==> src/rtl/ss_pkg.sv <==
// Shared constants for the seven-segment scan driver: hex glyph table,
// segment-off pattern and a constant clog2 used to size counters.
package ss_pkg;

    localparam logic [6:0] SEG_OFF = 7'h7F;

    // Active-low {g..a}; entry 15 (F) first, entry 0 last.
    localparam logic [15:0][6:0] SEG_TABLE = {
        7'h0E, 7'h06, 7'h21, 7'h46, 7'h03, 7'h08, 7'h10, 7'h00,
        7'h78, 7'h02, 7'h12, 7'h19, 7'h30, 7'h24, 7'h79, 7'h40
    };

    function automatic int clog2(input int value);
        int r;
        r = 0;
        for (int i = 0; i < 31; i++) begin
            if ((32'sd1 <<< i) < value) r = i + 1;
        end
        return r;
    endfunction

endpackage

==> src/rtl/ss_hex_decoder.sv <==
// Combinational hex nibble to active-low seven-segment pattern.
module ss_hex_decoder
    import ss_pkg::*;
(
    input  logic [3:0] i_nib,
    output logic [6:0] o_seg
);

    assign o_seg = SEG_TABLE[i_nib];

endmodule

==> src/rtl/ss_scan_drive.sv <==
// Self-timed multiplexed common-anode seven-segment driver, double-buffered.
// Define SS_LEADING_ZERO_BLANK_EN to auto-blank leading zero digits.
module ss_scan_drive
    import ss_pkg::*;
#(
    parameter int NUM_DIGITS  = 8,
    parameter int REFRESH_DIV = 100000,
    parameter int GUARD       = 16
) (
    input  logic                    clk,
    input  logic                    rst,
    input  logic                    load,
    input  logic [4*NUM_DIGITS-1:0] data_in,
    input  logic [NUM_DIGITS-1:0]   dp_in,
    input  logic [NUM_DIGITS-1:0]   blank_in,
    output logic [6:0]              seg,
    output logic                    dp_n,
    output logic [NUM_DIGITS-1:0]   an,
    output logic                    update_pending,
    output logic                    frame_tick
);

    localparam int IDX_W   = clog2(NUM_DIGITS);
    localparam int PRESC_W = clog2(REFRESH_DIV);

    logic [PRESC_W-1:0]      r_presc;
    logic [IDX_W-1:0]        r_idx;
    logic [4*NUM_DIGITS-1:0] r_stg_data, r_act_data;
    logic [NUM_DIGITS-1:0]   r_stg_dp, r_stg_blank, r_act_dp, r_act_blank;
    logic                    r_pending;
    logic [6:0]              r_seg;
    logic                    r_dp_n;
    logic [NUM_DIGITS-1:0]   r_an;
    logic                    r_frame_tick;

    logic                    w_slot_end, w_frame_end, w_guard, w_blank;
    logic [3:0]              w_nib;
    logic [6:0]              w_seg_dec;
    logic [NUM_DIGITS-1:0]   w_an_on, w_lz;

    assign w_slot_end  = (r_presc == PRESC_W'(REFRESH_DIV - 1));
    assign w_frame_end = w_slot_end && (r_idx == IDX_W'(NUM_DIGITS - 1));
    assign w_guard     = (r_presc < PRESC_W'(GUARD));
    assign w_an_on     = ~(NUM_DIGITS'(1) << r_idx);
    assign w_nib       = r_act_data[{r_idx, 2'b00} +: 4];

    ss_hex_decoder u_dec (
        .i_nib (w_nib),
        .o_seg (w_seg_dec)
    );

`ifdef SS_LEADING_ZERO_BLANK_EN
    logic w_zero_run;

    // Walk down from the top digit; a digit is dark while everything above
    // and including it is a zero nibble with no DP. Digit 0 always shows.
    always_comb begin
        w_lz       = '0;
        w_zero_run = 1'b1;
        for (int k = NUM_DIGITS - 1; k >= 1; k--) begin
            w_zero_run = w_zero_run && (r_act_data[4*k +: 4] == 4'h0) && !r_act_dp[k];
            w_lz[k]    = w_zero_run;
        end
    end
`else
    assign w_lz = '0;
`endif

    assign w_blank = r_act_blank[r_idx] | w_lz[r_idx];

    always_ff @(posedge clk) begin
        if (rst) begin
            r_presc      <= '0;
            r_idx        <= '0;
            r_stg_data   <= '0;
            r_stg_dp     <= '0;
            r_stg_blank  <= '0;
            r_act_data   <= '0;
            r_act_dp     <= '0;
            r_act_blank  <= '0;
            r_pending    <= 1'b0;
            r_seg        <= SEG_OFF;
            r_dp_n       <= 1'b1;
            r_an         <= '1;
            r_frame_tick <= 1'b0;
        end else begin
            if (w_slot_end) begin
                r_presc <= '0;
                r_idx   <= w_frame_end ? '0 : r_idx + 1'b1;
            end else begin
                r_presc <= r_presc + 1'b1;
            end
            r_frame_tick <= w_frame_end;

            if (load) begin
                r_stg_data  <= data_in;
                r_stg_dp    <= dp_in;
                r_stg_blank <= blank_in;
            end

            // A load coinciding with the frame boundary bypasses staging.
            if (w_frame_end && load) begin
                r_act_data  <= data_in;
                r_act_dp    <= dp_in;
                r_act_blank <= blank_in;
                r_pending   <= 1'b0;
            end else if (w_frame_end && r_pending) begin
                r_act_data  <= r_stg_data;
                r_act_dp    <= r_stg_dp;
                r_act_blank <= r_stg_blank;
                r_pending   <= 1'b0;
            end else if (load) begin
                r_pending <= 1'b1;
            end

            r_an   <= w_guard ? '1 : w_an_on;
            r_seg  <= w_blank ? SEG_OFF : w_seg_dec;
            r_dp_n <= w_blank | ~r_act_dp[r_idx];
        end
    end

    assign seg            = r_seg;
    assign dp_n           = r_dp_n;
    assign an             = r_an;
    assign update_pending = r_pending;
    assign frame_tick     = r_frame_tick;

endmodule

==> config.mk <==
export PLATFORM = sky130hd
export DESIGN_NAME = ss_scan_drive
export DESIGN_NICKNAME = d
export VERILOG_FILES = /design/src/rtl/ss_pkg.sv /design/src/rtl/ss_hex_decoder.sv /design/src/rtl/ss_scan_drive.sv
export SDC_FILE = /design/constraint.sdc
export NUM_CORES = 1
export LEC_CHECK = 0
export BUFFER_PORTS_ARGS = -buffer_cell sky130_fd_sc_hd__buf_2
export CAP_MARGIN = 10
export CORE_MARGIN = 2
export CORE_UTILIZATION = 42
export CTS_BUF_LIST = sky130_fd_sc_hd__clkbuf_4
export CTS_CLUSTER_DIAMETER = 80
export CTS_CLUSTER_SIZE = 10
export DETAILED_ROUTE_END_ITERATION = 10
export PLACE_DENSITY = 0.64
export REMOVE_ABC_BUFFERS = 1
export SLEW_MARGIN = 20
export SYNTH_ARGS = -nofsm -noshare
export SYNTH_HDL_FRONTEND = slang
export SYNTH_HIERARCHICAL = 1
export SYNTH_SLANG_ARGS = --single-unit
==> constraint.sdc <==
create_clock -name clk -period 3 [get_ports clk]
set_clock_uncertainty 0.1 [all_clocks]
set_input_delay 0.15 -clock clk [delete_from_list [all_inputs] [get_ports clk]]
set_output_delay 0.15 -clock clk [all_outputs]
set_load 0.03 [all_outputs]
==> run_results.csv <==
group,metric,value,unit
route,wl_per_cell,13.8,um
setup_path,cp-start-kind,"flip-flop",
yosys,synth_area_leaders,"dfxtp_1, mux2i_1, mux2_4, nor2_1, mux4_2",
route,drtIter0Drc,206,
timing,period_share,89.7,%
route,num_vias,4182,
yosys,yosys.cell_types.count,44,
finish,instances_no_fill,852,
route,routed_wl,11.8,mm
placement,place_inst,773,
yosys,syn_area_per_cell,10.5,sq um
pwr,ir_drop,224,uV
clock_network,cts_root_buffer,"clkbuf_4",
timing,tightest_slew,1.12,ns
yosys,syn_inst,555,
pwr,cellLeakagePower,2.96,nW
timing,grt_setup_unrepaired,"false",
setup_path,cp.arrival,3.07,ns
yosys,seq_area_frac_synth,46.0,%
setup_path,cp-end-kind,"flip-flop",
pwr,p_total,2.99,mW
yosys,async_flop_share,0,%
setup_path,r2r_slack,0.31,ns
global_routing,overflow,0,
yosys,yosys.area.top_type_share,46.0,%
finish,finish.utilization,50.8,%
clock_network,clock_latency,0.54,ns
placement,gp_congestion,0.892,
route,drc,0,
setup_path,crit_fanout,13,
route,wl_met1,5.45,mm
setup_path,cp_slowest_stage_delay,0.71,ns
global_routing,grt_antenna_before_repair,1,
clock_network,numCtsBuffers,17,
hold_path,min_from,"load",
clock_network,htreeDepth,4,
route,ant_nets,0,
yosys,synth_edf_count,0,
global_routing,grt_pass1_vias,4136,
clock_network,cts_tree,"built",
yosys,synth_seq_cells,134,
clock_network,cts_setup_buffers,0,
setup_path,cpMaxStageDelayCell,"dfxtp_1",
global_routing,grt_max_degree,106,
timing,whs,0.0662,ns
clock_network,cts_sinks,134,
run,cap_viol_max_count,0,
route,viasPerCell,4.91,
placement,place_area,6270,sq um
timing,slew_headroom,25.5,%
timing,fmax,371,MHz
clock_network,postCtsHoldBufs,50,
clock_network,clock_tree.buffer_depth,2,
placement,place_ws,0.289,ns
finish,fin_area,6960,sq um
pwr,cellPowerDensity,430,nW/um^2
clock_network,cts_resized,0,
setup_path,cp.buffers_inverters,1,
setup_path,worst_path_most_repeated_cell,"nand2_1",
hold_path,min_to,"r_stg_blank[4]",
floorplan,die_y,122,um
setup_path,r2r-start,"r_idx[1]",
route,dr.pass1.iters,5,
floorplan,core_region_area,13700,sq um
finish,nets,727,
hold_path,hold_class,"in2reg",
global_routing,grt_usage,17.2,%
timing,setup_viol,0,
route,routed.top_layer,"met4",
global_routing,grt_pass1_wl,19.9,mm
placement,portBuffers,68,
floorplan,start_util,42.5,%
setup_path,worstPathCellList,"buf_4, mux4_2, nand2_1, nand2_1, and2b_2, or3b_1, o21ai_0, nand2b_1",
floorplan,dieWidth,122,um
floorplan,rows,43,
floorplan,design.die.area,14800,sq um
finish,final_layout_size_suffix_gt1_share,23.4,%
yosys,netlist_area,5830,sq um
setup_path,rr_endpoint,"seg[0]",
setup_path,path_delay_family,"simple AND/OR/NAND/NOR gates",
timing,min_period,2.69,ns
outcome,outcome,"finished, final reports clean",
yosys,synth_ff_type,"dfxtp_1",
route,wl_met3,478,um
route,wl_met2,5.61,mm
timing,final_max_slew_viol_count,0,
finish,syn2layout_area_growth,19.4,%
timing,setup_tns,0,ns
hold_path,hold_depth,3,
setup_path,critPathRequiredTime,3.38,ns
setup_path,path_class,"reg2reg",
clock_network,clk_pin_slew,0.11,ns
placement,dp_hpwl,7.96,mm
yosys,ys_warn_count,6,
timing,finalHoldViolations,0,
floorplan,num_io_pins,69,
timing,setup_slack,0.308,ns
yosys,synth_top_area_cell,"dfxtp_1",
setup_path,ff2ff_path_depth,8,
synth_stat cells, types with 3 or more instances:
| cell type | n |
|---|---|
| nor2_1 | 72 |
| mux2i_1 | 53 |
| nand3_1 | 7 |
| and2_1 | 5 |
| o22ai_1 | 10 |
| and4_1 | 5 |
| xor2_1 | 11 |
| ha_1 | 14 |
| buf_2 | 11 |
| mux4_2 | 12 |
| nand2_1 | 30 |
| dfxtp_1 | 134 |
| o21ai_0 | 13 |
| inv_1 | 6 |
| or3_1 | 13 |
| mux2_2 | 19 |
| clkbuf_1 | 13 |
| xnor2_1 | 3 |
| nand4_1 | 10 |
| buf_6 | 4 |
| mux2_4 | 20 |
| nor2b_1 | 38 |
| nand2b_1 | 8 |
| buf_1 | 5 |
| a21oi_1 | 14 |
worst max-delay path by stage:
| stage | startpoint | endpoint | slack, ns | cells after the start |
|---|---|---|---|---|
| floorplan | r_idx[0] | r_act_data[11] | 0.08 | 5 |
| global placement | r_idx[0] | seg[3] | 0.41 | 9 |
| detailed placement | r_idx[0] | seg[3] | 0.29 | 9 |
| CTS | r_idx[0] | seg[3] | 0.29 | 9 |
| global route | r_idx[0] | seg[3] | 0.10 | 9 |
| finish | r_idx[1] | seg[0] | 0.31 | 8 |
cell type report:
class                           instances  area, sq um
Inverter                                8         30.0
Clock buffer                           20          150
Sequential cell                       134         2680
Tap cell                              180          225
Timing Repair Buffer                  125          908
Multi-Input combinational cell        376         2930
Clock inverter                          8         38.8
Antenna cell                            1         2.50
Fill cell                            1280         6760
worst reg2reg max path, stage by stage (launching register included):
cell	delay (ns)
dfxtp_1	0.71
buf_4	0.25
mux4_2	0.31
nand2_1	0.09
nand2_1	0.29
and2b_2	0.34
or3b_1	0.36
o21ai_0	0.07
nand2b_1	0.11
registers in the layout, summed over array words and instances, names as in the netlist:
| name | cells |
|---|---|
| r_idx | 3 |
| r_act_data | 32 |
| r_stg_data | 32 |
| seg | 7 |
| an | 8 |
| r_stg_blank | 8 |
| r_act_dp | 8 |
| r_act_blank | 8 |
| r_presc | 17 |
| r_stg_dp | 8 |
| update_pending | 1 |
| frame_tick | 1 |
| dp_n | 1 |
power breakdown:
group	switching (mW)	internal [mW]
Clock	0.592	0.322
Sequential	0.0176	1.82
Combinational	0.116	0.120
cells by family after synthesis:
family / share of synthesized area [%]
AND/OR/NAND/NOR: 17.7
buffers and inverters: 3.82
flip-flops: 46.0
AO/OA/AOI/OAI: 4.36
adder cells (fa/ha/maj): 3.00
XOR/XNOR: 2.10
multiplexers: 23.0
placed cells by master, fill, tap and decap left out, types with 8 or more instances in the layout:
cell           synthesis  layout
nand2b_1               8       8
mux2i_1               53      53
dfxtp_1              134     134
nand4_1               10      10
mux2_4                20      20
dlygate4sd3_1          0      50
mux4_2                12      12
mux2_2                19      19
o21ai_0               13      13
or3_1                 13      13
o22ai_1               10      10
ha_1                  14      14
clkbuf_4               0      20
a21oi_1               14      14
xor2_1                11      11
nor2_1                72      72
nand2_1               30      30
nor2b_1               38      38
buf_2                 11      67
layer usage:
layer / track usage (%) / vias to the layer above
met1: 22.0 / 1942
met4: 7.47 / 0
met5: 0 / -
li1: - / 2130
met3: 4.31 / 22
met2: 27.5 / 88
(Power assumes the default switching activity.)
